### src/rtl/truth_table_sweeper_pkg.sv
// Shared definitions for the truth-table sweeper: FSM encoding and legal range of N.
package truth_table_sweeper_pkg;

  // Legal number of function inputs
  localparam int N_MIN = 1;
  localparam int N_MAX = 6;

  // Sweep controller states
  typedef enum logic [1:0] {
    IDLE  = 2'd0,
    SWEEP = 2'd1,
    DONE  = 2'd2
  } state_t;

  // Number of minterms for an n-input function
  function automatic int num_minterms(input int n);
    return 1 << n;
  endfunction

endpackage

### src/rtl/minterm_counter.sv
// Minterm index register: clears on sweep start, advances on each transfer,
// and flags the final minterm so the controller can finish without wrapping.
module minterm_counter #(
  parameter int N = 2
) (
  input  logic         clk,
  input  logic         rst_n,
  input  logic         clr,
  input  logic         en,
  output logic [N-1:0] count,
  output logic         last
);

  // Index register; clear has priority over advance
  always_ff @(posedge clk or negedge rst_n) begin
    if (!rst_n)   count <= '0;
    else if (clr) count <= '0;
    else if (en)  count <= count + N'(1);
  end

  // All-ones index is the last minterm of the table
  assign last = (count == {N{1'b1}});

endmodule

### src/rtl/truth_table_sweeper.sv
// Walks every minterm of an N-input truth table, presenting (idx, s) on a
// valid/ready stream, counting the ones delivered, and pulsing done at the end.
module truth_table_sweeper
  import truth_table_sweeper_pkg::*;
#(
  parameter int N = 2
) (
  input  logic                     clk,
  input  logic                     rst_n,
  input  logic                     start,
  input  logic [num_minterms(N)-1:0] tt,
  input  logic                     invert,
  input  logic                     ready,
  output logic                     valid,
  output logic [N-1:0]             idx,
  output logic                     s,
  output logic                     busy,
  output logic                     done,
  output logic [N:0]               ones
);

  localparam int W = num_minterms(N);

  // Reject illegal widths at elaboration rather than building a broken mux
  if (N < N_MIN || N > N_MAX) begin : g_bad_n
    $error("truth_table_sweeper: N=%0d outside %0d..%0d", N, N_MIN, N_MAX);
  end

  state_t         state;
  logic [W-1:0]   tt_q;
  logic           inv_q;
  logic           valid_q;
  logic           busy_q;
  logic           done_q;
  logic [N:0]     ones_q;
  logic           accept;
  logic           xfer;
  logic           last;
  logic           s_raw;

  // Start is only honoured from IDLE; a transfer is a valid/ready handshake
  assign accept = (state == IDLE) && start;
  assign xfer   = valid_q && ready;

  minterm_counter #(.N(N)) u_cnt (
    .clk   (clk),
    .rst_n (rst_n),
    .clr   (accept),
    .en    (xfer),
    .count (idx),
    .last  (last)
  );

  // Table lookup uses only the latched copies so mid-sweep input changes are invisible
  assign s_raw = tt_q[idx] ^ inv_q;
  assign s     = valid_q & s_raw;

  // Sweep controller with registered handshake/status outputs
  always_ff @(posedge clk or negedge rst_n) begin
    if (!rst_n) begin
      state   <= IDLE;
      tt_q    <= '0;
      inv_q   <= 1'b0;
      valid_q <= 1'b0;
      busy_q  <= 1'b0;
      done_q  <= 1'b0;
    end else begin
      unique case (state)
        IDLE: begin
          done_q <= 1'b0;
          if (start) begin
            tt_q    <= tt;
            inv_q   <= invert;
            valid_q <= 1'b1;
            busy_q  <= 1'b1;
            state   <= SWEEP;
          end
        end
        SWEEP: begin
          // Leave on the final handshake so idx never shows a wrap while valid
          if (xfer && last) begin
            valid_q <= 1'b0;
            busy_q  <= 1'b0;
            done_q  <= 1'b1;
            state   <= DONE;
          end
        end
        DONE: begin
          done_q <= 1'b0;
          state  <= IDLE;
        end
        default: begin
          valid_q <= 1'b0;
          busy_q  <= 1'b0;
          done_q  <= 1'b0;
          state   <= IDLE;
        end
      endcase
    end
  end

  // Ones accumulator; N+1 bits holds the all-ones count 2^N without overflow
  always_ff @(posedge clk or negedge rst_n) begin
    if (!rst_n)      ones_q <= '0;
    else if (accept) ones_q <= '0;
    else if (xfer)   ones_q <= ones_q + (N+1)'(s_raw);
  end

  assign valid = valid_q;
  assign busy  = busy_q;
  assign done  = done_q;
  assign ones  = ones_q;

endmodule

### config.mk
export PLATFORM = sky130hd
export DESIGN_NAME = truth_table_sweeper
export DESIGN_NICKNAME = d
export VERILOG_FILES = /design/src/rtl/truth_table_sweeper_pkg.sv /design/src/rtl/minterm_counter.sv /design/src/rtl/truth_table_sweeper.sv
export SDC_FILE = /design/constraint.sdc
export NUM_CORES = 1
export LEC_CHECK = 0
export BUFFER_PORTS_ARGS = -buffer_cell sky130_fd_sc_hd__buf_2
export CAP_MARGIN = 10
export CORE_UTILIZATION = 43
export CTS_CLUSTER_DIAMETER = 30
export DETAILED_ROUTE_END_ITERATION = 6
export PLACE_DENSITY = 0.68
export SLEW_MARGIN = 20
export SYNTH_ARGS = -nofsm -noshare
export SYNTH_HDL_FRONTEND = slang
export SYNTH_HIERARCHICAL = 1
export SYNTH_SLANG_ARGS = --single-unit
### constraint.sdc
create_clock -name clk -period 2 [get_ports clk]
set_clock_uncertainty 0.15 [all_clocks]
set_input_delay 0.4 -clock clk [delete_from_list [all_inputs] [get_ports clk]]
set_output_delay 0.4 -clock clk [all_outputs]
set_load 0.1 [all_outputs]
==> qor.yml, run 1 <==
overflow: 0
hpwl_um: 778.8
firstDrtPassIters: 2
netlist_top_cells_count: "dfrtp_1 (14), mux2_1 (5), nor2_1 (4)"
avgSynthCellArea_um2: 12.30
die_h_um: 40.56
cts_sinks: 14
nNetsFinal: 88
ant_nets: 0
die_x_um: 40.56
drt-initial-drc-count: 2
r2r_slack_ns: -0.13
violations: "setup timing"
fmax_mhz: 443.6
final_area_um2: 824.5
route.detailed.drc: 0
dp_slack_ns: -0.02907
cts_max_level: 1
synthCells: 52
hold_path.startpoint: "invert"
ioPinCount: 18
ys_seq_elements: 14
vias_per_cell: 5.157
hp-class: "primary input to flop"
hold_violations: 0
synthAdderAreaFrac_pct: 5.871
drt-total-wl_um: 1067
worstSetupPathType: "flop to output port"
synth_nets: 64
synth_top_cell_by_area: "dfrtp_1"
port-buffer-count: 17
required_ns: 1.45
synth_edf_count: 0
crit_fanout: 2
rr_startpoint: "u_cnt/count[0]$_DFFE_PN0P_"
area_growth_pct: 28.96
start_util_pct: 47.36
post-route-util_pct: 61.08
synth_mux_area_share_pct: 13.89
maxCapViolCount: 0
crit_path_top_delay_cell: "mux4_2"
r2r_end: "ones[1]$_DFFE_PN0P_"
fin_ws_ns: -0.2545
max_stage_delay_ns: 0.52
path_clk_slew_ns: 0.07
grt_setup_unrepaired: "yes"
min_period_ns: 2.255
synth_cell_types: 20
fp.dieArea_um2: 1645
ys_async_sr_fraction_pct: 100.0
antenna_found_initial: 0
setup.worst_path.end_class: "output port"
drive_gt1_share_pct: 41.89
yosys.area_share.simple_pct: 12.33
tns_ns: -0.4928
worst_slew_pin_slew_ns: 0.4846
hold_depth: 2
synth_area_um2: 639.4
worstRegToRegCells: 7
clk_path_buf_depth: 2
arrival_ns: 1.70
cts_buffers: 3
yosysMostFrequentCell: "dfrtp_1"
coreArea_um2: 1350
yosys.area.top_type_share_pct: 54.79
synth_top_family_by_area: "multiplexers"
path_cells: "mux4_2 -> xor2_2 -> and2_4 -> buf_12"
root_buffer: "clkbuf_4"
clk_latency_ns: 0.26
wl_per_cell_um: 11.99
synthTopCellsByArea: "dfrtp_1 (55%), mux2_1 (8.8%), ha_1 (5.9%)"
status: "finished, violations left"
synth_ff_type: "dfrtp_1"
grt_util_all_layers_pct: 16.98
startpoint_type: "flop"
grt_pass1_wl_um: 1731
slew_headroom_pct: 67.92
grt_pass1_vias: 402
period_share_pct: 112.7
synth_compound_area_share_pct: 5.675
place.gp.congestion: 0.6721
slew_violations: 0
worstHoldEndpoint: "inv_q$_DFFE_PN0P_"
ys.warnings.count: 6
postPlaceCellArea_um2: 763.2
num_rows: 13
synthXorXnorAreaFrac_pct: 4.110
cts_tree: "yes"
setup_violations: 3
vias: 459
fillerInstances: 123
grt_start_max_net_pins: 15
yosysSeqAreaShare_pct: 54.79
diodes: 0
-- through the flow --
stage                     std cells  hold slack [ns]
final                            89           0.1965
after global routing             89           0.1841
after CTS                        88           0.1900
after detailed placement         83           0.1629
after global placement           83           0.1640
after floorplan                  52         -0.04559
-- metal layers --
metal  up-vias  global-route usage (%)  part of all wire [%]
met2        11                   27.78                    45
met4         0                   10.00                   1.3
met5         -                       0                     0
met1       223                   19.37                    50
met3         2                   5.000                   3.5
li1        223                       -                     -
-- worst max-delay path: cells and delay by family (launching register included) --
| kind | cells | cell delay [ns] |
|---|---|---|
| mux | 1 | 0.52 |
| xor+xnor | 1 | 0.17 |
| buf+inv | 1 | 0.17 |
| flops | 1 | 0.41 |
| simple gates | 1 | 0.18 |
-- kinds of logic (layout without fill, tap and decap cells) --
group,count (synthesis),in the layout
DFF,14,14
AOI/OAI and AO/OA,6,6
and+or+nand+nor,15,15
xor gates and xnor gates,3,3
muxes,7,7
buffers and inverters,4,26
adders and majority gates,3,3
-- cell usage in the layout, fill, tap and decap left out, drive strengths merged --
cell,Yosys,layout
inv,1,1
xnor2,1,1
mux4,1,1
mux2i,1,1
a21o,1,1
and4b,1,1
a311oi,1,1
nor2,4,4
dfrtp,14,14
clkbuf,0,3
buf,3,21
a21oi,3,3
nand2,3,3
dlygate4sd3,0,1
ha,3,3
xor2,2,2
o21ai,1,1
nor3b,2,2
and2,2,2
mux2,5,5
nand3,3,3
-- area by class of cell --
type / count / area [um^2] / area share [%]
repair buffers: 22 / 140.1 / 17.00
inverters: 1 / 3.754 / 0.4552
flip-flops and latches: 14 / 355.3 / 43.10
multi-input cells: 34 / 284.0 / 34.45
clock buffers: 3 / 22.52 / 2.731
well taps: 15 / 18.77 / 2.276
-- sequential cells by signal, indices dropped and copies added, names as in the netlist --
name / cells
state: 2
tt_q: 4
u_cnt/count: 2
inv_q: 1
done: 1
ones: 3
busy: 1
-- how the worst max path moves through the flow --
stage	cells after the start	from	slack [ns]	endpoint
2_1_floorplan	3	u_cnt/count[0]$_DFFE_PN0P_	-0.24	s
3_3_place_gp	4	u_cnt/count[0]$_DFFE_PN0P_	0.02	s
3_5_place_dp	4	u_cnt/count[0]$_DFFE_PN0P_	-0.03	s
4_1_cts	4	u_cnt/count[0]$_DFFE_PN0P_	-0.27	s
5_1_grt	4	u_cnt/count[0]$_DFFE_PN0P_	-0.32	s
6_report	4	u_cnt/count[0]$_DFFE_PN0P_	-0.25	s
-- timing repair --
action                                  CTS  global route
gates resized for setup                   2             1
hold endpoints to repair                 14             0
buffers inserted                          1             1
hold buffers                              1             0
endpoints found under the setup margin    2             3
pin swaps                                 2             0
Power of run 1 is left out: the tool's default activity adds up to more than one toggle a clock period on the data nets, which glitch-free logic cannot reach.
==> run 2, diff against run 1 <==
Settings changed: PLACE_DENSITY 0.68 to not set, PLACE_DENSITY_LB_ADDON set to 0.25.
==> run 2 against run 1 <==
- the flow still finishes with violations (setup timing)
- non-clock buffer count down 1
- first-iteration DRC count rose to 3.0 times the previous value
- clock-buffer cell count unchanged
==> qor.yml, run 2 (synthesized netlist as in run 1, its figures left out) <==
grt_pass1_vias: 441  # was 402
r2r_slack_ns: -0.09  # was -0.13 ns
final_common_cell: "buf_2"  # unchanged
path_clk_slew_ns: 0.08  # was 0.07 ns
cts_max_level: 1  # unchanged
drive_gt1_share_pct: 41.10  # was 41.89%
r2r_end: "ones[2]$_DFFE_PN0P_"  # was ones[1]$_DFFE_PN0P_
die_x_um: 40.56  # unchanged
place.gp.congestion: 0.7099  # was 0.6721
largest_reg_flops: 4  # unchanged
diodes: 0  # unchanged
path_depth: 4  # unchanged
arrival_ns: 1.71  # was 1.70 ns
path_cells: "mux4_2 -> xor2_2 -> and2_4 -> buf_12"  # unchanged
final_cell_mix: "buf_2 (16), dfrtp_1 (12), mux2_1 (5)"  # unchanged
tns_ns: -0.4194  # was -0.4928 ns
route.detailed.drc: 0  # unchanged
cts_tree: "yes"  # unchanged
grt_util_all_layers_pct: 18.20  # was 16.98%
worstRegToRegCells: 8  # was 7
grt_start_max_net_pins: 15  # unchanged
dp.cells: 83  # unchanged
startpoint_type: "flop"  # unchanged
violations: "setup timing"  # unchanged
cts_sinks: 14  # unchanged
layout.cells.non_filler: 88  # was 89
crit_path_top_delay_cell: "mux4_2"  # unchanged
cts_buffers: 3  # unchanged
slew_headroom_pct: 67.66  # was 67.92%
period_share_pct: 112.9  # was 112.7%
die_h_um: 40.56  # unchanged
setup.worst_path.start: "u_cnt/count[0]$_DFFE_PN0P_"  # unchanged
fmax_mhz: 443.0  # was 443.6 MHz
critPathTopFamily: "multiplexers"  # unchanged
firstDrtPassIters: 4  # was 2
hp-class: "primary input to flop"  # unchanged
root_buffer: "clkbuf_4"  # unchanged
start_util_pct: 47.36  # unchanged
drt-total-wl_um: 1143  # was 1067 um
overflow: 0  # unchanged
vias_per_cell: 5.068  # was 5.157
slew_violations: 0  # unchanged
final_area_um2: 835.8  # was 824.5 um^2
setup.worst_path.end_class: "output port"  # unchanged
cp_num_buf_inv: 1  # unchanged
hold_depth: 2  # unchanged
crit_fanout: 2  # unchanged
setup_violations: 3  # unchanged
worstSetupEndpoint: "s"  # unchanged
wl_per_cell_um: 12.99  # was 11.99 um
postPlaceCellArea_um2: 763.2  # unchanged
port-buffer-count: 17  # unchanged
status: "finished, violations left"  # unchanged
grt_pass1_wl_um: 1856  # was 1731 um
min_period_ns: 2.257  # was 2.255 ns
maxCapViolCount: 0  # unchanged
ant_nets: 0  # unchanged
fp.dieArea_um2: 1645  # unchanged
hold_violations: 0  # unchanged
max_stage_delay_ns: 0.52  # about the same
antenna_found_initial: 0  # unchanged
vias: 446  # was 459
hpwl_um: 836.6  # was 778.8 um
drt-initial-drc-count: 6  # was 2
area_growth_pct: 30.72  # was 28.96%
worst_slew_pin_slew_ns: 0.4885  # was 0.4846 ns
ioPinCount: 18  # unchanged
fin_ws_ns: -0.2572  # was -0.2545 ns
num_rows: 13  # unchanged
clk_path_buf_depth: 2  # unchanged
rr_startpoint: "u_cnt/count[0]$_DFFE_PN0P_"  # unchanged
clk_latency_ns: 0.27  # was 0.26 ns
coreArea_um2: 1350  # unchanged
nNetsFinal: 87  # was 88
dp_slack_ns: -0.006587  # was -0.02907 ns
fillerInstances: 113  # was 123
worstSetupPathType: "flop to output port"  # unchanged
regMostFlops: "tt_q"  # unchanged
grt_setup_unrepaired: "yes"  # unchanged
required_ns: 1.45  # about the same
[run 2: changes by cell type in the layout (fill, tap and decap cells not counted)]
| cell | previous run | this run |
|---|---|---|
| a21oi_1 | 2 | 3 |
| a21oi_2 | 1 | 0 |
| buf_4 | 4 | 3 |
| ha_1 | 2 | 1 |
| ha_2 | 1 | 0 |
| ha_4 | 0 | 2 |
[run 2: stage by stage]
step	hold WS [ns]	util [%]
3_5_place_dp	0.1664	56.53
2_1_floorplan	-0.04559	-
5_1_grt	0.1818	61.91
6_report	0.1837	61.91
3_3_place_gp	0.1604	56.53
4_1_cts	0.1752	60.24
[run 2: cell type report]
| type | instances | area (um^2) | share of cell area, % |
|---|---|---|---|
| flip-flops and latches | 14 | 355.3 | 42.51 |
| multi-input cells | 34 | 302.8 | 36.23 |
| repair buffers | 21 | 132.6 | 15.87 |
| clock buffers | 3 | 22.52 | 2.695 |
| well taps | 15 | 18.77 | 2.246 |
| inverters | 1 | 3.754 | 0.4491 |
[run 2: metal layers]
layer	vias up	track usage [%]	wire length (um)
met5	-	0	0
met4	0	12.50	20
met3	4	3.333	42
met2	14	26.98	549
met1	205	23.84	531
li1	223	-	-
[run 2: worst min-delay path by stage]
stage | from | slack (ns) | to
finish | invert | 0.18 | inv_q$_DFFE_PN0P_
global route | tt[0] | 0.18 | tt_q[0]$_DFFE_PN0P_
CTS | invert | 0.18 | inv_q$_DFFE_PN0P_
detailed placement | rst_n | 0.17 | tt_q[0]$_DFFE_PN0P_
global placement | rst_n | 0.16 | tt_q[0]$_DFFE_PN0P_
floorplan | rst_n | -0.05 | busy$_DFFE_PN0P_
[run 2: repair_timing]
action	in CTS	in global routing
gates resized for setup	2	3
pin swaps	1	1
hold buffers	1	0
endpoints found under the setup margin	2	4
setup buffers	1	0
hold endpoints to repair	14	0
Power of run 2 is left out for the same reason.
